## src/rtl/int_alu_unit.sv

```systemverilog
`timescale 1ns/1ps
`default_nettype none
// ============================================================================
// int_alu_unit : bus-mapped 16-bit ALU, single-cycle logic + iterative MUL/DIV
// Revision     : 1.0
// ============================================================================
module int_alu_unit #(
  parameter logic [3:0] MOD_ID = 4'h3,
  parameter int         DATA_W = 16,
  parameter int         OUT_W  = 256
) (
  input  logic              Clk,
  input  logic              nReset,
  input  logic [15:0]       address,
  input  logic              nRead,
  input  logic              nWrite,
  input  logic [OUT_W-1:0]  ExeDataOut,
  output logic [OUT_W-1:0]  IntDataOut
);

  localparam int RES_W = 2 * DATA_W;
  localparam int CNT_W = $clog2(DATA_W);

  localparam logic [11:0] c_OFF_SRC1 = 12'd0;
  localparam logic [11:0] c_OFF_SRC2 = 12'd1;
  localparam logic [11:0] c_OFF_RES  = 12'd2;
  localparam logic [11:0] c_OFF_OPC  = 12'd3;
  localparam logic [11:0] c_OFF_STAT = 12'd4;

  localparam logic [7:0] c_OP_ADD = 8'h10;
  localparam logic [7:0] c_OP_SUB = 8'h11;
  localparam logic [7:0] c_OP_MUL = 8'h12;
  localparam logic [7:0] c_OP_DIV = 8'h13;
  localparam logic [7:0] c_OP_AND = 8'h14;
  localparam logic [7:0] c_OP_OR  = 8'h15;
  localparam logic [7:0] c_OP_XOR = 8'h16;

  typedef enum logic [1:0] {
    IDLE   = 2'd0,
    EXEC1  = 2'd1,
    MULDIV = 2'd2,
    DONE   = 2'd3
  } state_t;

  state_t              state_q, state_d;
  logic [DATA_W-1:0]   src1_q, src1_d, src2_q, src2_d;
  logic [DATA_W-1:0]   opa_q, opa_d, opb_q, opb_d;
  logic [7:0]          opc_q, opc_d;
  logic [RES_W-1:0]    res_q, res_d, work_q, work_d;
  logic [CNT_W-1:0]    cnt_q, cnt_d;
  logic                busy_q, busy_d, done_q, done_d;
  logic                divz_q, divz_d, ill_q, ill_d, ovr_q, ovr_d;
  logic [OUT_W-1:0]    dout_q, dout_d;

  logic                w_sel, w_wr, w_rd, w_start, w_drop, w_iter;
  logic [11:0]         w_off;
  logic [7:0]          w_new_opc;
  logic [OUT_W-1:0]    w_rdata;
  logic [DATA_W:0]     w_add_sum, w_mul_sum, w_div_rem, w_div_trial;
  logic [DATA_W-1:0]   w_sub_diff;
  logic [RES_W-1:0]    w_alu, w_mul_next, w_div_next, w_step;
  logic                w_legal;
  logic                w_unused;

  assign w_unused = ^ExeDataOut[OUT_W-1:DATA_W];

  assign w_sel     = (address[15:12] == MOD_ID);
  assign w_off     = address[11:0];
  assign w_wr      = w_sel && !nWrite;
  assign w_rd      = w_sel && !nRead && nWrite;
  assign w_start   = w_wr && (w_off == c_OFF_OPC) && !busy_q;
  assign w_drop    = w_wr && (w_off == c_OFF_OPC) && busy_q;
  assign w_new_opc = ExeDataOut[7:0];

  // Shift-add multiply: low half holds the remaining multiplier bits.
  assign w_mul_sum  = {1'b0, work_q[RES_W-1:DATA_W]} +
                      (work_q[0] ? {1'b0, opb_q} : {(DATA_W+1){1'b0}});
  assign w_mul_next = {w_mul_sum, work_q[DATA_W-1:1]};

  // Restoring divide: high half is the partial remainder, low half the quotient.
  assign w_div_rem   = work_q[RES_W-1:DATA_W-1];
  assign w_div_trial = w_div_rem - {1'b0, opb_q};
  assign w_div_next  = w_div_trial[DATA_W]
                     ? {w_div_rem[DATA_W-1:0], work_q[DATA_W-2:0], 1'b0}
                     : {w_div_trial[DATA_W-1:0], work_q[DATA_W-2:0], 1'b1};

  assign w_step     = (opc_q == c_OP_MUL) ? w_mul_next : w_div_next;
  assign w_add_sum  = {1'b0, opa_q} + {1'b0, opb_q};
  assign w_sub_diff = opa_q - opb_q;

  always_comb begin
    w_alu   = '0;
    w_legal = 1'b1;
    case (opc_q)
      c_OP_ADD: w_alu = {{(RES_W-DATA_W-1){1'b0}}, w_add_sum};
      c_OP_SUB: w_alu = {{DATA_W{w_sub_diff[DATA_W-1]}}, w_sub_diff};
      c_OP_AND: w_alu = {{DATA_W{1'b0}}, opa_q & opb_q};
      c_OP_OR:  w_alu = {{DATA_W{1'b0}}, opa_q | opb_q};
      c_OP_XOR: w_alu = {{DATA_W{1'b0}}, opa_q ^ opb_q};
      c_OP_DIV: w_alu = {{DATA_W{1'b0}}, {DATA_W{1'b1}}};
      default:  w_legal = 1'b0;
    endcase
  end

  always_comb begin
    w_rdata = '0;
    case (w_off)
      c_OFF_RES, c_OFF_OPC: w_rdata[RES_W-1:0] = res_q;
      c_OFF_STAT:           w_rdata[4:0] = {ovr_q, ill_q, divz_q, done_q, busy_q};
      default:              w_rdata = '0;
    endcase
  end

  assign w_iter = (w_new_opc == c_OP_MUL) ||
                  ((w_new_opc == c_OP_DIV) && (src2_q != '0));

  always_comb begin
    state_d = state_q;
    src1_d  = src1_q;
    src2_d  = src2_q;
    opa_d   = opa_q;
    opb_d   = opb_q;
    opc_d   = opc_q;
    res_d   = res_q;
    work_d  = work_q;
    cnt_d   = cnt_q;
    busy_d  = busy_q;
    done_d  = done_q;
    divz_d  = divz_q;
    ill_d   = ill_q;
    ovr_d   = ovr_q;
    dout_d  = dout_q;

    if (w_wr && (w_off == c_OFF_SRC1)) src1_d = ExeDataOut[DATA_W-1:0];
    if (w_wr && (w_off == c_OFF_SRC2)) src2_d = ExeDataOut[DATA_W-1:0];
    if (w_drop) ovr_d = 1'b1;
    if (w_rd)   dout_d = w_rdata;

    case (state_q)
      IDLE, DONE: begin
        if (w_start) begin
          opa_d  = src1_q;
          opb_d  = src2_q;
          opc_d  = w_new_opc;
          busy_d = 1'b1;
          done_d = 1'b0;
          divz_d = 1'b0;
          ill_d  = 1'b0;
          ovr_d  = 1'b0;
          if (w_iter) begin
            state_d = MULDIV;
            cnt_d   = '0;
            work_d  = {{DATA_W{1'b0}}, src1_q};
          end else begin
            state_d = EXEC1;
          end
        end
      end
      EXEC1: begin
        res_d   = w_alu;
        ill_d   = !w_legal;
        divz_d  = (opc_q == c_OP_DIV);
        busy_d  = 1'b0;
        done_d  = 1'b1;
        state_d = DONE;
      end
      MULDIV: begin
        work_d = w_step;
        cnt_d  = cnt_q + CNT_W'(1);
        if (cnt_q == CNT_W'(DATA_W-1)) begin
          res_d   = w_step;
          busy_d  = 1'b0;
          done_d  = 1'b1;
          state_d = DONE;
        end
      end
      default: state_d = IDLE;
    endcase
  end

  always_ff @(posedge Clk) begin
    if (!nReset) begin
      state_q <= IDLE;
      src1_q  <= '0;
      src2_q  <= '0;
      opa_q   <= '0;
      opb_q   <= '0;
      opc_q   <= '0;
      res_q   <= '0;
      work_q  <= '0;
      cnt_q   <= '0;
      busy_q  <= 1'b0;
      done_q  <= 1'b0;
      divz_q  <= 1'b0;
      ill_q   <= 1'b0;
      ovr_q   <= 1'b0;
      dout_q  <= '0;
    end else begin
      state_q <= state_d;
      src1_q  <= src1_d;
      src2_q  <= src2_d;
      opa_q   <= opa_d;
      opb_q   <= opb_d;
      opc_q   <= opc_d;
      res_q   <= res_d;
      work_q  <= work_d;
      cnt_q   <= cnt_d;
      busy_q  <= busy_d;
      done_q  <= done_d;
      divz_q  <= divz_d;
      ill_q   <= ill_d;
      ovr_q   <= ovr_d;
      dout_q  <= dout_d;
    end
  end

  assign IntDataOut = dout_q;

endmodule
`default_nettype wire
```

## config.mk

```make
export PLATFORM = sky130hd
export DESIGN_NAME = int_alu_unit
export DESIGN_NICKNAME = d
export VERILOG_FILES = /design/src/rtl/int_alu_unit.sv
export SDC_FILE = /design/constraint.sdc
export NUM_CORES = 1
export LEC_CHECK = 0
export ABC_CLOCK_PERIOD_IN_PS = 5850
export CAP_MARGIN = 20
export CORE_AREA = 2 2 209 211
export CTS_CLUSTER_SIZE = 20
export DETAILED_ROUTE_END_ITERATION = 6
export DIE_AREA = 0 0 211 213
export PLACE_DENSITY_LB_ADDON = 0.05
export SYNTH_ARGS = -nofsm -noshare
export SYNTH_HDL_FRONTEND = slang
export SYNTH_SLANG_ARGS = --single-unit
```

## constraint.sdc

```tcl
create_clock -name Clk -period 5.85 [get_ports Clk]
set_input_delay 1.17 -clock Clk [delete_from_list [all_inputs] [get_ports Clk]]
set_output_delay 1.17 -clock Clk [all_outputs]
set_load 0.02 [all_outputs]
```

Yosys cells after proc, flatten, opt, wreduce, memory -nomap -nowiden. Index checks and enable logic that the tools add are counted.

Register bits: 179. Bits of input ports: 276. Output and inout port bits: 256. Word-level logic and storage cells: 102.

Add/sub/neg operators: 5. Equality and inequality tests: 21. Mux-type cells: 30. Bitwise logic cells: 3. Reductions and logical operators: 28.

Operators by type and width (number): 32-bit case mux with 6 select lines (1); 32-bit 2-to-1 mux (5); 32-bit case mux with 2 select lines (2); 8-bit by 5-bit equality test with 1-bit output, second input constant (9); 16-bit by 16-bit adder with 17-bit output (2); 27-bit 2-to-1 mux (1); 12-bit by 2-bit equality test with 1-bit output, second input constant (2); 17-bit by 16-bit subtractor with 17-bit output (1); 16-bit AND (1); 16-bit 2-to-1 mux (1); 16-bit bitwise OR (1); 16-bit nonzero test (1); 16-bit subtractor (1); 16-bit XOR (1); 12-bit by 1-bit equality test with 1-bit output, second input constant (1); 12-bit by 3-bit equality test with 1-bit output, second input constant (1); 12-bit zero test (1); 5-bit case mux with 2 select lines (1); 1-bit logical AND (9); 1-bit 2-to-1 mux (8); 4-bit 2-to-1 mux (2); 4-bit case mux with 2 select lines (1); 2-bit AND reduction (4); 2-bit 2-to-1 mux (3); 16 further kinds (27).

Logic depth before layout (Yosys ltp). Gate-level depths: netlist of the first run.

Depth after elaboration: 7. Depth in mapped cells: 13. Depth with buffers taken out: 12.

Least setup slack after synthesis of the first run. OpenSTA, ideal clock, no wires.

Path type: input-to-reg. From: in address[7]. To: reg src1_q[10]. Library setup time: 0.116 ns. Data arrival time: 2.977 ns. Required time: 5.734 ns. Slack: 2.757 ns. Stages: 8. Path buffers: 2. Cell sequence: nor4_1 -> nand3_1 -> or3_1 -> nor4b_1 -> buf_2 -> buf_2 -> mux2i_1 -> nor2b_1.

Word-level cells in the longest chain between the ends: 2.

Ends and longest elaborated chain: start: declaration (RTL line 14) `input logic [15:0] address,`; 12-bit zero test (RTL line 134) `if (w_wr && (w_off == c_OFF_SRC1)) src1_d = ExeDataOut[DATA_W-1:0];`; 1-bit logical AND (RTL line 134); end signal: assignment (RTL line 200) `src1_q <= src1_d;`; end: declaration (RTL line 46) `logic [DATA_W-1:0] src1_q, src1_d, src2_q, src2_d;`.

No other way between the ends. A chain may end at the register's enable or synchronous reset.

Worst setup path in the final report of the first run.
From: reg work_q[15]. To: reg res_q[17].

Word-level cells in the longest chain between the ends: 5.

Ends and longest elaborated chain: start: declaration (RTL line 49) `logic [RES_W-1:0] res_q, res_d, work_q, work_d;`; start signal: assignment (RTL line 206) `work_q <= work_d;`; 17-bit by 16-bit subtractor with 17-bit output (RTL line 82) `assign w_div_trial = w_div_rem - {1'b0, opb_q};`; 32-bit 2-to-1 mux (RTL line 84) `? {w_div_rem[DATA_W-1:0], work_q[DATA_W-2:0], 1'b0}`; 32-bit 2-to-1 mux (RTL line 87) `assign w_step = (opc_q == c_OP_MUL) ? w_mul_next : w_div_next;`; 32-bit 2-to-1 mux (RTL line 170) `if (cnt_q == CNT_W'(DATA_W-1)) begin`; 32-bit case mux with 2 select lines (RTL line 139) `case (state_q)`; end signal: assignment (RTL line 205) `res_q <= res_d;`; end: declaration (RTL line 49).

No other way between the ends. The select of a mux whose other input is x is not followed.

==> results of run 1 <==
[cells by family after synthesis]
kind of cell	count (synthesis)	share of synthesized area (%)
mux	51	3.88
other cells	1	0.0280
flops	179	26.7
buf+inv	374	17.1
compound gates	431	23.1
simple gates	507	18.9
xor+xnor	26	1.70
fa+ha+maj	89	8.53
[flip-flops by register name, summed over array words and instances (netlist names), 2 cells and up, named ones only]
register / flops
opc_q: 8
res_q: 32
opa_q: 16
state_q: 2
src1_q: 16
IntDataOut: 32
opb_q: 16
cnt_q: 4
src2_q: 16
work_q: 32
[Yosys cell counts (9+ instances only)]
cell        n
a21o_1     19
and2_1     24
dfxtp_1   179
ha_1       85
xnor2_1    12
a31oi_1    21
a22oi_1    30
nand3_1    22
clkbuf_1   62
or3_1      10
nand2_1   189
and3_1     12
nand2b_1   14
a21oi_1    64
nor2_1     71
xor2_1     14
o21ai_0    80
nor3_1     32
inv_1      63
a221oi_1   23
o21bai_1    9
a211oi_1   14
o211ai_1   21
a21boi_0   39
nor2b_1    88
mux2i_1    43
buf_2      17
buf_4     226
[per-layer routing]
| layer | wire (µm) | track usage, % |
|---|---|---|
| met1 | 20500 | 25.7 |
| met2 | 20600 | 32.2 |
| met3 | 1960 | 2.79 |
| met4 | 989 | 6.82 |
| met5 | 0 | 0 |
[final cells by class]
| cell class | count | area [µm²] | area share [%] |
|---|---|---|---|
| inverters | 63 | 236 | 1.64 |
| flip-flops and latches | 179 | 3580 | 24.9 |
| clock inverters | 10 | 168 | 1.16 |
| repair buffers | 90 | 853 | 5.92 |
| clock buffers | 21 | 470 | 3.26 |
| multi-input cells | 1328 | 8420 | 58.4 |
| well taps | 546 | 683 | 4.74 |
[stage by stage]
stage               worst slack [ns]  total power [µW]  util, %  hold slack, ns
floorplan                       2.76              2050        -           0.441
global placement                1.48              2270     32.3           0.457
detailed placement              1.44              2270     32.3           0.462
CTS                             1.61              3570     33.8           0.472
global route                    1.47              3690     33.8           0.486
finish                          1.68              3520     33.8           0.471
[final timing paths]
| check | slack [ns] | to | start |
|---|---|---|---|
| max reg2reg | 1.68 | res_q[17]$_SDFFE_PN0P_ | work_q[15]$_SDFFE_PN0P_ |
| min | 0.47 | opc_q[6]$_SDFFE_PN0P_ | opc_q[6]$_SDFFE_PN0P_ |
| min reg2reg | 0.47 | opc_q[6]$_SDFFE_PN0P_ | opc_q[6]$_SDFFE_PN0P_ |
| max | 1.68 | res_q[17]$_SDFFE_PN0P_ | work_q[15]$_SDFFE_PN0P_ |
[power by group through the flow]
stage | registers [µW] | logic (µW) | clock network [µW]
6_report | 1410 | 821 | 1290
5_1_grt | 1420 | 903 | 1370
4_1_cts | 1420 | 826 | 1330
3_5_place_dp | 1440 | 824 | 0
3_3_place_gp | 1450 | 823 | 0
2_1_floorplan | 1380 | 668 | 0
[placed cells by master (no fill, tap or decap), types with 8 or more instances in the layout]
cell	n
nor2b_1	88
nand3_1	22
o211ai_1	21
a21boi_0	39
or3_1	9
clkbuf_16	17
ha_1	85
nand4_1	8
dfxtp_1	179
a21oi_1	64
inv_1	63
nand2_1	189
a21o_1	19
o21ai_0	80
conb_1	224
a31oi_1	21
clkdlybuf4s50_1	66
nor2_1	71
a211oi_1	14
mux2i_1	43
and2_1	24
xor2_1	14
xnor2_1	12
nor3_1	31
o21bai_1	9
mux2_2	8
buf_4	23
and3_1	12
a221oi_1	23
a22oi_1	30
nand2b_1	14
[worst register-to-register path, delay by kind of cell, from the launching register on]
family	cells	cell delay (ns)
flip-flops	1	0.31
AO/OA/AOI/OAI	7	2.08
multiplexers	1	0.36
adder cells (fa/ha/maj)	2	0.65
buffers and inverters	3	0.63
==> qor.yml, run 1 <==
clock_tree:
  cts_buffer_depth: 2
  cts_sinks: 179
  cts_hold_buffers: 0
  clock_latency_ns: 0.47
  clk_pin_slew_worst_paths_ns: 0.07
  cts.htree.levels: 4
  cts_setup_buffers: 0
  cts_buffers: 17
  cts-root-buf: "clkbuf_16"
  cts_tree: "built"
  cts.repair.resized: 0
logic_synthesis:
  synth_cell_type_count: 94
  synthTopCellsByArea: "dfxtp_1 27%, buf_4 13%, ha_1 7.9%, nand2_1 5.3%, nor2b_1 4.1%"
  yosysWarningCount: 0
  yosys.area.top_type_share_pct: 26.7
  syn_area_um2: 13400
  synth_top_area_cell: "dfxtp_1"
  post_synth.cell_area_avg_um2: 8.09
  synth_enable_flop_cells: 0
  ys_seq_elements: 179
  synth-main-ff-cell: "dfxtp_1"
  ys_seq_area_share_pct: 26.7
  netlist_instances: 1658
  async_flop_share_pct: 0
timing:
  period_minus_slack_ns: 4.17
  maxSlewViolCount: 0
  rsz0062_at_grt: "no"
  fmax_mhz: 240
  tightest_slew_ns: 1.08
  fin_skew_ns: 0.0167
  fin_tns_setup_ns: 0
  fin_crit_sh_pct: 71.3
  finalHoldViolations: 0
  setup-violations-final: 0
  slew_headroom_pct: 27.2
power:
  combPwrFrac_pct: 23.3
  p_leak_uw: 0.00562
  clkPwrFrac_pct: 36.6
  p_sw_uw: 1230
  cellPowerDensity_nw_per_um2: 244
  seqPwrFrac_pct: 40.1
  ir_drop_mv: 0.164
  swShare_pct: 34.9
  internal_power_uw: 2290
routing:
  firstDrtPassIters: 7
  drt-total-wl_um: 44000
  drt_iter0_markers: 750
  drc: 0
  routedWlPerCell_um: 19.7
  via_count: 11200
  postRouteAntennaNets: 0
  vias_per_cell: 4.99
critical_path:
  start_kind: "flop"
  crit_path_max_fanout: 20
  crit_slowest_cell: "a211oi_4"
  required_ns: 6.18
  slowest_delay_ns: 0.85
  rr_worst_depth: 13
  cp-end-kind: "flop"
  crit_arrival_ns: 4.50
  path_buf_inv: 3
  cp_top_family: "compound AO/OA/AOI/OAI gates"
  path_depth: 13
  crit_type: "flop to flop"
  path_cells: "inv_1 > ha_1 > inv_1 > fa_1 > a211oi_1 > o21bai_1 > o211ai_1 > a21oi_1 > a211oi_4 > buf_4 > mux2_2 > o211ai_1 > a21oi_2"
status:
  status: "completed"
global_routing:
  grt.total_usage_pct: 19.4
  antenna_found_initial: 1
  grt_max_degree: 105
  gr-total-overflow: 0
  grt_first_pass_wirelength_um: 65200
  first_global_vias: 10400
finish:
  antenna_cells: 0
  fill_cells: 4529
  nets: 2044
  instances_no_fill: 2237
  syn_to_final_growth_pct: 7.49
  layout-drive-gt1-share_pct: 6.33
  final_area_um2: 14400
placed_design:
  dp_hpwl_um: 33200
  placed_cells: 2206
  gp_congestion: 0.864
  io_buffer_count: 67
  placed_cell_area_um2: 13800
floorplanning:
  coreArea_um2: 42700
  die_h_um: 213
  die_w_um: 211
  rows: 76
  die_area_um2: 44900
  pin_count: 532
  start_util_pct: 31.4
worst_hold_path:
  hold_depth: 2
  hold_path_class: "flop to flop"
flow_run:
  max_cap_violations: 0
(Power assumes the default switching activity.)
==> run 2: changes to the inputs <==
--- a/config.mk
+++ b/config.mk
@@ -5,12 +5,12 @@
 export SDC_FILE = /design/constraint.sdc
 export NUM_CORES = 1
 export LEC_CHECK = 0
-export ABC_CLOCK_PERIOD_IN_PS = 5850
+export ABC_CLOCK_PERIOD_IN_PS = 3400
 export CAP_MARGIN = 20
-export CORE_AREA = 2 2 209 211
+export CORE_AREA = 2 2 207 209
 export CTS_CLUSTER_SIZE = 20
 export DETAILED_ROUTE_END_ITERATION = 6
-export DIE_AREA = 0 0 211 213
+export DIE_AREA = 0 0 209 211
 export PLACE_DENSITY_LB_ADDON = 0.05
 export SYNTH_ARGS = -nofsm -noshare
 export SYNTH_HDL_FRONTEND = slang
==> constraint.sdc (replaced) <==
create_clock -name Clk -period 3.4 [get_ports Clk]
set_input_delay 0.68 -clock Clk [delete_from_list [all_inputs] [get_ports Clk]]
set_output_delay 0.68 -clock Clk [all_outputs]
set_load 0.02 [all_outputs]
==> run 2 against run 1 <==
Net effect:
- worst setup slack worse by 1.5 ns
- maximum frequency is 30% higher
- global-route usage is 1.2 points higher
- clock-buffer cell count is 1 higher
- sequential cell count stayed put
- combinational power is 84% higher
- die area is 1.9% lower
- largest power group unchanged
- highest routed layer unchanged
==> qor.yml, run 2 (same netlist as run 1, synthesis figures left out) <==
critical_path:
  required_ns: 3.71  # -2.47 ns
  crit_path_max_fanout: 8  # -60%
  crit_type: "flop to flop"
  crit_arrival_ns: 3.53  # -0.97 ns
  start_kind: "flop"
  cp-end-kind: "flop"
finish:
  regArea_um2: 3580  # unchanged
  syn_to_final_growth_pct: 13.2
  final_common_cell: "conb_1"
  final_area_um2: 15200  # +5.3%
  nets: 2146  # +5.0%
  final_cell_mix: "224 x conb_1, 189 x nand2_1, 179 x dfxtp_1, 121 x buf_4, 88 x nor2b_1"
  antenna_cells: 0  # unchanged
  fill_cells: 4444  # -1.9%
  multi_input_area_um2: 8440  # +0.22%
  layout-drive-gt1-share_pct: 11.9  # +5.6 points
floorplanning:
  pin_count: 532  # unchanged
  die_area_um2: 44100  # -1.9%
  rows: 75  # -1.3%
  start_util_pct: 32.1  # +0.70 points
  coreArea_um2: 41800  # -2.2%
  die_h_um: 211  # -0.94%
  die_w_um: 209  # -0.95%
power:
  combPwrFrac_pct: 25.6  # +2.3 points
  internal_power_uw: 3820  # +67%
  total_power_uw: 5910  # +68%
  clkPwrFrac_pct: 33.8  # -2.8 points
  cellPowerDensity_nw_per_um2: 390  # +60%
  p_leak_uw: 0.00610  # +8.4%
  p_sw_uw: 2100  # +71%
  seqPwrFrac_pct: 40.6  # +0.5 points
  ir_drop_mv: 0.299  # +83%
  swShare_pct: 35.4  # +0.52 points
timing:
  maxSlewViolCount: 0  # unchanged
  fin_skew_ns: 0.0178  # +0.00113 ns
  tightest_slew_ns: 0.754  # -0.329 ns
  finalHoldViolations: 0  # unchanged
  fmax_mhz: 311  # +30%
  period_minus_slack_ns: 3.22  # -0.956 ns
  fin_crit_sh_pct: 94.6  # +23 points
  slew_headroom_pct: 49.7  # +23 points
  setup-violations-final: 0  # unchanged
  rsz0062_at_grt: "no"
routing:
  postRouteAntennaNets: 0  # unchanged
  drt_iter0_markers: 717  # -4.4%
  routedWlPerCell_um: 19.7  # -0.11%
  vias_per_cell: 5.01  # +0.38%
  drc: 0  # unchanged
  firstDrtPassIters: 7  # unchanged
  drt-total-wl_um: 45800  # +4.2%
  via_count: 11700  # +4.7%
placed_design:
  gp_congestion: 0.895  # +3.6%
  dp_hpwl_um: 35700  # +7.5%
  placed_cell_area_um2: 14500  # +5.6%
  io_buffer_count: 67  # unchanged
clock_tree:
  clk_pin_slew_worst_paths_ns: 0.07  # about the same
  cts_hold_buffers: 0  # unchanged
  cts.htree.levels: 4  # unchanged
  cts-root-buf: "clkbuf_16"
  cts_tree: "built"
  clock_latency_ns: 0.47  # about the same
  cts_buffer_depth: 2  # unchanged
  cts_buffers: 17  # unchanged
  cts_sinks: 179  # unchanged
worst_hold_path:
  hold_path_class: "flop to flop"
global_routing:
  first_global_vias: 11000  # +5.9%
  antenna_found_initial: 0  # -1
  grt_first_pass_wirelength_um: 68100  # +4.3%
  grt_max_degree: 66  # -37%
  gr-total-overflow: 0  # unchanged
  grt.total_usage_pct: 20.6  # +1.2 points
flow_run:
  max_cap_violations: 0  # unchanged
status:
  status: "completed"
==> run 2: cell types whose count changed in the layout (fill, tap and decap cells not counted), sizes merged <==
| cell | change |
|---|---|
| clkinv | +3 |
| inv | -2 |
| clkinvlp | +2 |
| clkbuf | +1 |
| bufinv | -3 |
| buf | +102 |
==> run 2: power by group through the flow <==
stage	combinational, µW	sequential (µW)	clock [µW]
final	1510	2400	2000
after global routing	1650	2420	2140
after CTS	1520	2410	2070
after detailed placement	1520	2460	0
after global placement	1520	2460	0
after floorplan	1150	2370	0
==> run 2: worst paths after layout <==
path | from | to | slack, ns | depth (start not counted)
setup / recovery | opb_q[4]$_SDFFE_PN0P_ | res_q[13]$_SDFFE_PN0P_ | 0.18 | 13
hold / removal | opc_q[5]$_SDFFE_PN0P_ | opc_q[5]$_SDFFE_PN0P_ | 0.47 | 2
setup reg to reg | opb_q[4]$_SDFFE_PN0P_ | res_q[13]$_SDFFE_PN0P_ | 0.18 | 13
hold reg to reg | opc_q[5]$_SDFFE_PN0P_ | opc_q[5]$_SDFFE_PN0P_ | 0.47 | 2
==> run 2: cell type report <==
cell class | instances | share of cell area [%]
timing repair buffer | 192 | 11.0
clock inverter | 10 | 0.660
tap | 539 | 4.44
inverter | 63 | 1.56
clock buffer | 22 | 3.13
sequential | 179 | 23.6
multi-input combinational | 1328 | 55.6
==> run 2: per-layer routing <==
metal | vias to the layer above | GRT usage, % | share of wire, %
met1 | 5544 | 26.7 | 45
met4 | 0 | 8.57 | 3.3
met5 | - | 0 | 0
li1 | 5653 | - | -
met3 | 61 | 2.77 | 4.3
met2 | 427 | 34.7 | 47
==> run 2: worst max-delay path: stages, from the launching register on <==
cell	delay, ns
dfxtp_1	0.33
inv_1	0.12
buf_4	0.16
ha_1	0.29
buf_4	0.17
and3_2	0.17
a221o_2	0.41
o2111ai_1	0.30
a21oi_1	0.14
o21ai_0	0.25
a221oi_1	0.12
o31ai_1	0.34
buf_4	0.18
a31oi_1	0.08
==> run 2: repair_timing <==
| item | in CTS | in global routing |
|---|---|---|
| pin swaps | 1 | 5 |
| setup endpoints to repair | 9 | 25 |
| setup buffers | 1 | 1 |
| resized for setup | 0 | 9 |
==> run 2: through the flow <==
stage | cells | util (%) | hold slack (ns) | TNS, ns | setup slack [ns]
2_1_floorplan | 1881 | - | 0.441 | 0 | 0.445
3_3_place_gp | 2299 | 34.8 | 0.455 | -0.118 | -0.0616
3_5_place_dp | 2299 | 34.8 | 0.460 | -0.366 | -0.0860
4_1_cts | 2332 | 36.2 | 0.470 | 0 | 0.00620
5_1_grt | 2333 | 36.3 | 0.490 | 0 | 0.000610
6_report | 2333 | 36.3 | 0.467 | 0 | 0.185
==> run 3: changes to the inputs <==
--- a/config.mk
+++ b/config.mk
@@ -8,7 +8,7 @@
 export ABC_CLOCK_PERIOD_IN_PS = 3400
 export CAP_MARGIN = 20
 export CORE_AREA = 2 2 207 209
-export CTS_CLUSTER_SIZE = 20
+export CTS_CLUSTER_SIZE = 10
 export DETAILED_ROUTE_END_ITERATION = 6
 export DIE_AREA = 0 0 209 211
 export PLACE_DENSITY_LB_ADDON = 0.05
==> results of run 3 <==
Final layout, timing and power as in run 2 (identical DEF).
